## src/rtl/fetch_unit.sv

```systemverilog
// fetch_unit: instruction-fetch stage.
// Holds the PC, requests one word at a time from instruction memory and
// latches the returned word into the instruction register, exposing the
// decoder fields. A consumed instruction advances the PC by 4, or to the
// redirect target when pcs is set.
//
// Ports
//   clk, reset              system clock, async active-low reset
//   imem_req/addr           word request to instruction memory (addr = PC)
//   imem_rdata/valid        memory response
//   stall                   downstream hold; instruction not consumed while high
//   pcs, pc_target          taken redirect and its target
//   instr, instr_valid      instruction register and its valid flag
//   cond/op/funct/rd        decoder fields sliced from instr
//   pc_plus8                architectural R15 read value
//   retired                 count of consumed instructions
//
// state   | meaning
// --------+--------------------------------------------------
// ST_IDLE | post-reset, nothing outstanding
// ST_REQ  | request at PC outstanding, waiting for imem_valid
// ST_HOLD | instr valid, waiting for downstream to consume it
module fetch_unit #(
   parameter logic [31:0] RESET_PC = 32'h0000_0000
) (
   input  logic        clk,
   input  logic        reset,
   output logic        imem_req,
   output logic [31:0] imem_addr,
   input  logic [31:0] imem_rdata,
   input  logic        imem_valid,
   input  logic        stall,
   input  logic        pcs,
   input  logic [31:0] pc_target,
   output logic [31:0] instr,
   output logic        instr_valid,
   output logic [3:0]  cond,
   output logic [1:0]  op,
   output logic [5:0]  funct,
   output logic [3:0]  rd,
   output logic [31:0] pc_plus8,
   output logic [31:0] retired
);

   typedef enum logic [1:0] {
      ST_IDLE = 2'd0,
      ST_REQ  = 2'd1,
      ST_HOLD = 2'd2
   } state_t;

   state_t      state_q, state_d;
   logic [31:0] pc_q, pc_d;
   logic [31:0] instr_q, instr_d;
   logic [31:0] retired_q, retired_d;
   logic        consume;

   always_ff @(posedge clk or negedge reset) begin
      if (!reset) begin
         state_q   <= ST_IDLE;
         pc_q      <= RESET_PC;
         instr_q   <= 32'h0;
         retired_q <= 32'h0;
      end else begin
         state_q   <= state_d;
         pc_q      <= pc_d;
         instr_q   <= instr_d;
         retired_q <= retired_d;
      end
   end

   always_comb begin
      state_d   = state_q;
      pc_d      = pc_q;
      instr_d   = instr_q;
      retired_d = retired_q;
      consume   = (state_q == ST_HOLD) && !stall;
      case (state_q)
         ST_IDLE: state_d = ST_REQ;
         ST_REQ: begin
            if (imem_valid) begin
               instr_d = imem_rdata;
               state_d = ST_HOLD;
            end
         end
         ST_HOLD: begin
            if (consume) begin
               retired_d = retired_q + 32'd1;
               state_d   = ST_REQ;
               // Redirect target is word-aligned by masking the low bits.
               if (pcs) pc_d = pc_target & 32'hFFFF_FFFC;
               else     pc_d = pc_q + 32'd4;
            end
         end
         default: state_d = ST_IDLE;
      endcase
   end

   // Handshake outputs decode straight from state so reset drops them at once.
   assign imem_req    = (state_q == ST_REQ);
   assign imem_addr   = pc_q;
   assign instr_valid = (state_q == ST_HOLD);
   assign instr       = instr_q;
   assign cond        = instr_q[31:28];
   assign op          = instr_q[27:26];
   assign funct       = instr_q[25:20];
   assign rd          = instr_q[15:12];
   assign pc_plus8    = pc_q + 32'd8;
   assign retired     = retired_q;

endmodule

```

## config.mk

```make
export PLATFORM = sky130hd
export DESIGN_NAME = fetch_unit
export DESIGN_NICKNAME = d
export VERILOG_FILES = /design/src/rtl/fetch_unit.sv
export SDC_FILE = /design/constraint.sdc
export NUM_CORES = 1
export LEC_CHECK = 0
export BUFFER_PORTS_ARGS = -buffer_cell sky130_fd_sc_hd__buf_2
export CORE_ASPECT_RATIO = 1.1
export CORE_MARGIN = 2
export CORE_UTILIZATION = 40
export CTS_CLUSTER_SIZE = 12
export DETAILED_ROUTE_END_ITERATION = 12
export PLACE_DENSITY = 0.71
export SLEW_MARGIN = 10
export SYNTH_ARGS = -nofsm -noshare
export SYNTH_HDL_FRONTEND = slang
export SYNTH_SLANG_ARGS = --single-unit
```

## constraint.sdc

```tcl
create_clock -name clk -period 3.05 [get_ports clk]
set_clock_uncertainty 0.2 [all_clocks]
set_input_delay 0.4575 -clock clk [delete_from_list [all_inputs] [get_ports clk]]
set_output_delay 0.4575 -clock clk [all_outputs]
set_load 0.05 [all_outputs]
```

# Yosys cells after proc, flatten, opt, wreduce, memory -nomap -nowiden
# Index checks and enable logic that the tools add are counted.
classes:
  n_addsub: 3
  mul: 0
  div_mod_pow: 0
  n_lt_le_gt_ge: 0
  eq_ne: 4
  shifts: 0
  muxes: 4
  bitwise_logic: 0
  reduce_logical: 6
op_table:
  columns: ["operator", "count"]
  rows:
  - ["$add A32 B1 Y32 const B", 1]
  - ["$add A32 B3 Y32 const B", 1]
  - ["$add A32 B4 Y32 const B", 1]
  - ["$mux W32", 1]
  - ["$pmux W2 S3", 1]
  - ["$reduce_and A2 Y1", 3]
  - ["$mux W2", 2]
  - ["$ne A2 B1 Y1 const B", 2]
  - ["$eq A2 B1 Y1 const B", 1]
  - ["$eq A2 B2 Y1 const B", 1]
  - ["$logic_not A2 Y1", 1]
  - ["$logic_and A1 B1 Y1", 1]
  - ["$logic_not A1 Y1", 1]
word_totals:
  ff_bits: 98
  latch_bits: 0
  ram_bits: 0
  romBits: 0
  inputBits: 69
  out_inout_bits: 146
  n_memories: 0

# Logic depth before layout (Yosys ltp)
# Gate-level depths: netlist of run 1.
depth:
  depth_word: 4
  depth_mapped: 8
  ltp_nobuf: 6

# Least setup slack after synthesis of run 1
# No wires, ideal clock.
synth_timing:
  kind: "register to output"
  from: "reg pc_q[3], in the netlist imem_addr[3]"
  to: "out pc_plus8[27]"
  arrival_time_ns: 2.801
  required_time_ns: 2.392
  slack_ns: -0.408
  path_stages_with_launch: 9
  cell_sequence: "dfrtp_1 ha_1 buf_2 nand2_1 or4_1 clkbuf_1 nor2_1 nand2_1 xnor2_1"
synth_via:
  elab_chain_len: 1
synth_lines:
  columns: ["element", "line_no", "source"]
  rows:
  - ["from (decl)", "52", "logic [31:0] pc_q, pc_d;"]
  - ["from (signal assigned)", "65", "pc_q <= pc_d;"]
  - ["$add A32 B4 Y32", "107", "assign pc_plus8 = pc_q + 32'd8;"]
  - ["to (decl)", "41", "output logic [31:0] pc_plus8,"]
# No other way between the ends.

# Worst setup path in the final report of run 1
layout_timing:
  from: "reg pc_q[9], in the netlist imem_addr[9]"
  to: "out pc_plus8[21]"
# Same word-level chain as after synthesis.

==> results of run 1 <==
logic make-up after synthesis:
kind of cell | Yosys count
AOI/OAI and AO/OA | 83
buffers and inverters | 68
xor gates and xnor gates | 58
DFF | 96
other | 1
adders and majority gates | 3
muxes | 34
and+or+nand+nor | 202
routing by layer:
metal  up-vias  GRT usage (%)
met2       263          35.26
li1       2298              -
met1      2386          26.56
met3        25          3.260
met4         0          8.034
met5         -              0
worst max-delay path, cell delays in order (launching register included):
cell	delay, ns
dfrtp_2	0.44
nand4_1	0.14
buf_4	0.18
nor4_1	0.25
buf_4	0.19
nand3_1	0.16
nor2_2	0.20
xor2_2	0.14
clkbuf_4	0.24
metrics by stage:
| step | worst slack, ns | hold WS (ns) |
|---|---|---|
| global route | -0.03996 | 0.1384 |
| floorplan | -0.06112 | -0.03809 |
| finish | 0.1044 | 0.1220 |
| CTS | 0.005135 | 0.1117 |
| detailed placement | 0.2869 | 0.2755 |
| global placement | 0.3037 | 0.2596 |
synth_stat cells (all sizes together) (4+ instances only):
cell type  instances
o21ai             23
a21oi             21
mux2              32
nand3             28
xor2              21
nand4             19
nand2             54
nor2              32
buf               32
or2                4
nor2b              4
o22ai              8
and4               5
xnor2             37
clkbuf            24
or3                4
and2               4
inv               12
and3               8
nor4              14
dfrtp             96
or4                5
nor3              10
sequential cells by signal, summed over array words and instances, names as in the netlist:
register,cells
instr,32
retired,32
imem_addr,30
state_q,2
report_power, final:
part | internal (W) | switching (W)
logic | 0.00122 | 0.00350
clock network | 0.000651 | 0.000510
registers | 0.00170 | 0.000427
final timing paths:
kind                         startpoint             to  slack, ns  depth (start not counted)
max                        imem_addr[9]   pc_plus8[21]       0.10                          8
min                          imem_valid     state_q[0]       0.12                          2
max reg2reg                imem_addr[4]  imem_addr[31]       0.36                          7
min reg2reg                 retired[31]    retired[31]       0.28                          1
max in group asynchronous         reset       instr[5]       1.50                          3
min in group asynchronous         reset    retired[30]       0.46                          2
layout make-up:
class | count | area [µm²] | area share [%]
Inverter | 12 | 45.04 | 0.6414
Clock inverter | 6 | 77.57 | 1.105
Timing Repair Buffer | 244 | 1364 | 19.42
Sequential cell | 96 | 2416 | 34.40
Multi-Input combinational cell | 384 | 2695 | 38.38
Tap cell | 157 | 196.4 | 2.797
Clock buffer | 10 | 229.0 | 3.260
timing repair:
action / CTS / global route
pin swaps: 0 / 1
buffers inserted: 0 / 2
hold buffers: 1 / 0
endpoints found under the setup margin: 4 / 10
hold endpoints to repair: 41 / 0
resized for setup: 8 / 16
==> key figures, run 1 <==
Routing
  • Routed WL: around 15 mm
  • WL met3: around 1.2 mm
  • Routed length on met2: ~7.4 mm
  • DRT antenna net count: 0
  • TritonRoute pass-1 iters: 5
  • DR vias: around 5.0k
  • M1 WL: approximately 6 mm
  • DR DRC count: 0
  • Initial drt markers: between 200 and 300
  • Wire length per cell: around 16 µm
  • Drt via density: around 5.5
  • Top sig layer: met4

Synthesis
  • Post-synth top area share: between 40 and 50%
  • Seq cells post-synth: 96
  • Synthesis warning total: 0
  • Synth Area in Simple Gates: about a fifth
  • Fraction of registers with async set or reset after synthesis: 100.0%
  • Syn Std Cell Area: ~5300 µm²
  • XOR/XNOR Fraction of Synth Area: around a tenth
  • Mux share of post-synthesis cell area: 7.229%
  • Number of library cell types mapped by synthesis: 57
  • Post-synthesis sequential area ratio: a little under half
  • Top cells by area, synth: dfrtp_1, mux2_2, xnor2_1
  • Mean Syn Cell Area: 9.654 µm²
  • Post-Syn Instances: between 500 and 600
  • Compound-Gate Fraction of Synth Area: 9.988%
  • Combinational family with the most area after synthesis: simple AND/OR/NAND/NOR gates
  • Post-synth EDFFs: 0
  • Primary FF master, synth: dfrtp_1
  • Adder-Cell Fraction of Synth Area: 0.7134%
  • Top cell type by total area after synthesis: dfrtp_1

STA
  • Final setup fails: 0
  • Setup_tns: 0 ns
  • Final period util: slightly below 100%
  • Fmax: roughly 340 MHz
  • Max-slew violation count: 0
  • Slew margin rel.: between 40% and 50%
  • Final Critical Period: a little under 3 ns
  • Slew @ Worst Pin: around 0.75 ns
  • Endpoints failing hold: 0
  • RSZ-0062 raised after global routing: true

Critical path
  • Critical Path Fanout Max: 7
  • Critical path endpoint category: output pin
  • Critical Path RT: roughly 2.4 ns
  • Setup CP Type: flop to output pin
  • Arrival @ worst endpoint: approximately 2.3 ns
  • Setup crit start kind: flop

Place
  • Gp weighted congestion: 0.8984
  • Detailed placement HPWL: ~11 mm
  • IO Port Bufs: 208
  • Cells after DPL: 890
  • Placed instance area: roughly 6600 µm²

Clock network
  • Clk sinks: 96
  • H-tree depth: 3
  • CTS tree: built
  • Root buffer cell: clkbuf_16
  • Clk_lat worst skew: about 0.34 ns
  • TritonCTS Buffers: 9
  • Worst-path clk slew: ~0.070 ns
  • CTS max path bufs: 2

Global routing
  • GRT Overall Usage: around 21%
  • Grt total ovfl: 0
  • Largest net degree at the start of global routing: 56
  • Vias in the first global route: a little under 5k
  • Initial antenna violation count: 0
  • First-pass GRT wire length: 23.95 mm

Cells and area
  • Core Util, Final: 55.08%
  • Nets: a little over 800
  • Fill cells: around 1.1k
  • Non-filler cells, final: around 910
  • Most common cell after layout, fill and taps aside: buf_2
  • Most frequent cells in the layout: buf_2, dfrtp_1, nand2_1
  • Area growth syn-to-layout: 33.48%
  • Post-Layout Inst Area: 7023 µm²
  • Number of antenna diodes: 0
  • Fraction of layout cells with a size suffix above 1: 44.28%

Floorplanning
  • Die Area: between 10000 and 15000 µm²
  • Core outline area: between 10000 and 15000 µm²
  • Num rows: 43
  • DIE WIDTH: 113.4 µm
  • Boundary Pins: ~220
  • Initial cell density of the core: between 40% and 50%
  • Die Ht: ~120 µm

Run
  • Maxcap violations: 0

Pwr
  • Pwr/cell area: 1140 nW/µm²
  • Worst VDD drop: 0.9113 mV
  • Post-layout power: 0.008005 W
  • LEAKAGE: around 3.4 nW

Hold path
  • Hold Path Class: primary input to flop

Run status
  • Outcome: finished, final reports clean
(Power assumes the default switching activity.)
==> inputs of run 2 (changes only) <==
==> constraint.sdc (replaced) <==
create_clock -name clk -period 3.26 [get_ports clk]
set_clock_uncertainty 0.2 [all_clocks]
set_input_delay 0.489 -clock clk [delete_from_list [all_inputs] [get_ports clk]]
set_output_delay 0.489 -clock clk [all_outputs]
set_load 0.05 [all_outputs]
==> run 2 against run 1 <==
Net effect:
- worst hold slack got worse by 0.12 ns
- first-iteration DRC count rose by 17%
- global-route usage rose by 0.58 points
- sequential share of layout area rose by 1.1 points
- count of clock-buffer cells in the layout did not move
- worst setup slack got worse by 0.012 ns
- final cell count fell by 1.5%
- utilization fell by 1.9 points
==> key figures, run 2 (synthesized netlist as in run 1, its figures left out) <==
Clock network
  • Worst-path clk slew: about 0.070 ns
  • Clk sinks: 96
  • H-tree depth: 3
  • TritonCTS Buffers: 9
  • CTS max path bufs: 2
  • CTS tree: built
  • Clk_lat worst skew: roughly 0.35 ns
  • Root buffer cell: clkbuf_16

Critical path
  • Setup crit start kind: flop
  • CP max stage delay: just under 0.8 ns
  • Critical Path Fanout Max: 6
  • Critical path endpoint category: output pin
  • FF-to-FF path depth: 7
  • Critical-path cell list: nand3_1, or4b_2, nor3_4, xnor2_1, clkbuf_4
  • Slowest cell on the critical path: or4b_2
  • Critical Path RT: around 2.6 ns
  • Setup CP Type: flop to output pin
  • Arrival @ worst endpoint: about 2.5 ns

Global routing
  • Largest net degree at the start of global routing: ~60
  • GRT Overall Usage: 21.37%
  • First-pass GRT wire length: around 24 mm
  • Vias in the first global route: ~4.8k
  • Grt total ovfl: 0
  • Initial antenna violation count: 0

STA
  • Worst hold slack: about 0.0054 ns
  • Endpoints failing hold: 0
  • Final Critical Period: 3.167 ns
  • Fmax: roughly 320 MHz
  • Max-slew violation count: 0
  • Slew margin rel.: a little under half
  • Final setup margin: a little over 0.09 ns
  • Final period util: between 90% and 100%
  • Slew @ Worst Pin: ~0.82 ns
  • Final setup fails: 0

Place
  • Placed instance area: around 6500 µm²
  • IO Port Bufs: 208
  • DP Worst Slack: between 0.3 and 0.4 ns
  • Detailed placement HPWL: between 10 and 15 mm
  • Cells after DPL: slightly below 900
  • Gp weighted congestion: between 0.9 and 1

Routing
  • Wire length per cell: around 17 µm
  • DR DRC count: 0
  • TritonRoute pass-1 iters: 5
  • Routed WL: about 15 mm
  • DRT antenna net count: 0
  • DR vias: 4867
  • Initial drt markers: 302
  • Drt via density: about 5.4

Floorplanning
  • Die Ht: roughly 120 µm
  • Initial cell density of the core: roughly two fifths
  • Die Area: roughly 14000 µm²
  • DIE WIDTH: approximately 110 µm
  • Boundary Pins: between 200 and 250
  • Core outline area: roughly 13000 µm²
  • Num rows: 43

Cells and area
  • Fill cells: about 1.2k
  • Most common cell after layout, fill and taps aside: buf_2
  • Most frequent cells in the layout: buf_2, dfrtp_1, nand2_1
  • Multi-input gate area: between 2000 and 3000 µm²
  • Nets: ~810
  • Area growth syn-to-layout: 28.85%
  • Number of antenna diodes: 0
  • FF/Latch Area: between 2000 and 2500 µm²
  • Post-Layout Inst Area: a little under 7000 µm²
  • Fraction of layout cells with a size suffix above 1: approximately two fifths
  • Non-filler cells, final: ~900

Pwr
  • Pwr/cell area: roughly 1100 nW/µm²
  • LEAKAGE: 3.253 nW
  • Worst VDD drop: roughly 0.58 mV

Run
  • Maxcap violations: 0

Hold path
  • Hold Path Class: primary input to async pin

Run status
  • Outcome: finished, final reports clean
[run 2: worst paths after layout]
kind                                 from             to  slack [ns]
hold reg to reg               retired[31]    retired[31]        0.27
setup / recovery            imem_addr[20]   pc_plus8[29]        0.09
min in group clk           imem_rdata[26]      instr[26]        0.17
hold / removal                      reset    retired[26]       0.005
setup reg to reg             imem_addr[4]  imem_addr[31]        0.57
max in group asynchronous           reset      instr[14]        2.13
[run 2: final cells by class]
type	count	area share [%]
clock inverters	5	0.4983
well taps	157	2.898
repair buffers	231	18.16
inverters	12	0.6645
flip-flops and latches	96	35.55
multi-input cells	384	38.85
clock buffers	10	3.378
[run 2: report_power, final]
group          total [W]  internal (W)  switching [W]
clock           0.000975      0.000513       0.000462
combinational    0.00423       0.00103        0.00320
sequential       0.00203       0.00158       0.000451
total            0.00724       0.00313        0.00411
[run 2: worst max-delay path: cells and delay by family (launching register included)]
kind | cells | cell delay [ns]
XOR/XNOR | 1 | 0.16
buffers and inverters | 1 | 0.27
AND/OR/NAND/NOR | 3 | 1.21
flip-flops | 1 | 0.49
[run 2: what timing repair did]
| item | 4_1_cts | 5_1_grt |
|---|---|---|
| resized for setup | 2 | 11 |
| endpoints found under the setup margin | 1 | 7 |
| setup buffers | 0 | 2 |
| pin swaps | 0 | 1 |
| hold buffers | 0 | 0 |
[run 2: metrics by stage]
stage / utilization [%] / setup TNS [ns] / total power, W
after floorplan: - / 0 / 0.005375
after global placement: 50.67 / 0 / 0.006214
after detailed placement: 50.67 / 0 / 0.006266
after CTS: 52.77 / 0 / 0.007256
after global routing: 53.16 / -0.007377 / 0.007570
final: 53.16 / 0 / 0.007242
[run 2: layer usage]
| metal | vias to the layer above | track usage (%) | part of all wire [%] |
|---|---|---|---|
| li1 | 2287 | - | - |
| met1 | 2354 | 26.28 | 42 |
| met2 | 197 | 36.32 | 49 |
| met3 | 29 | 4.039 | 5.9 |
| met4 | 0 | 9.397 | 2.7 |
| met5 | - | 0 | 0 |
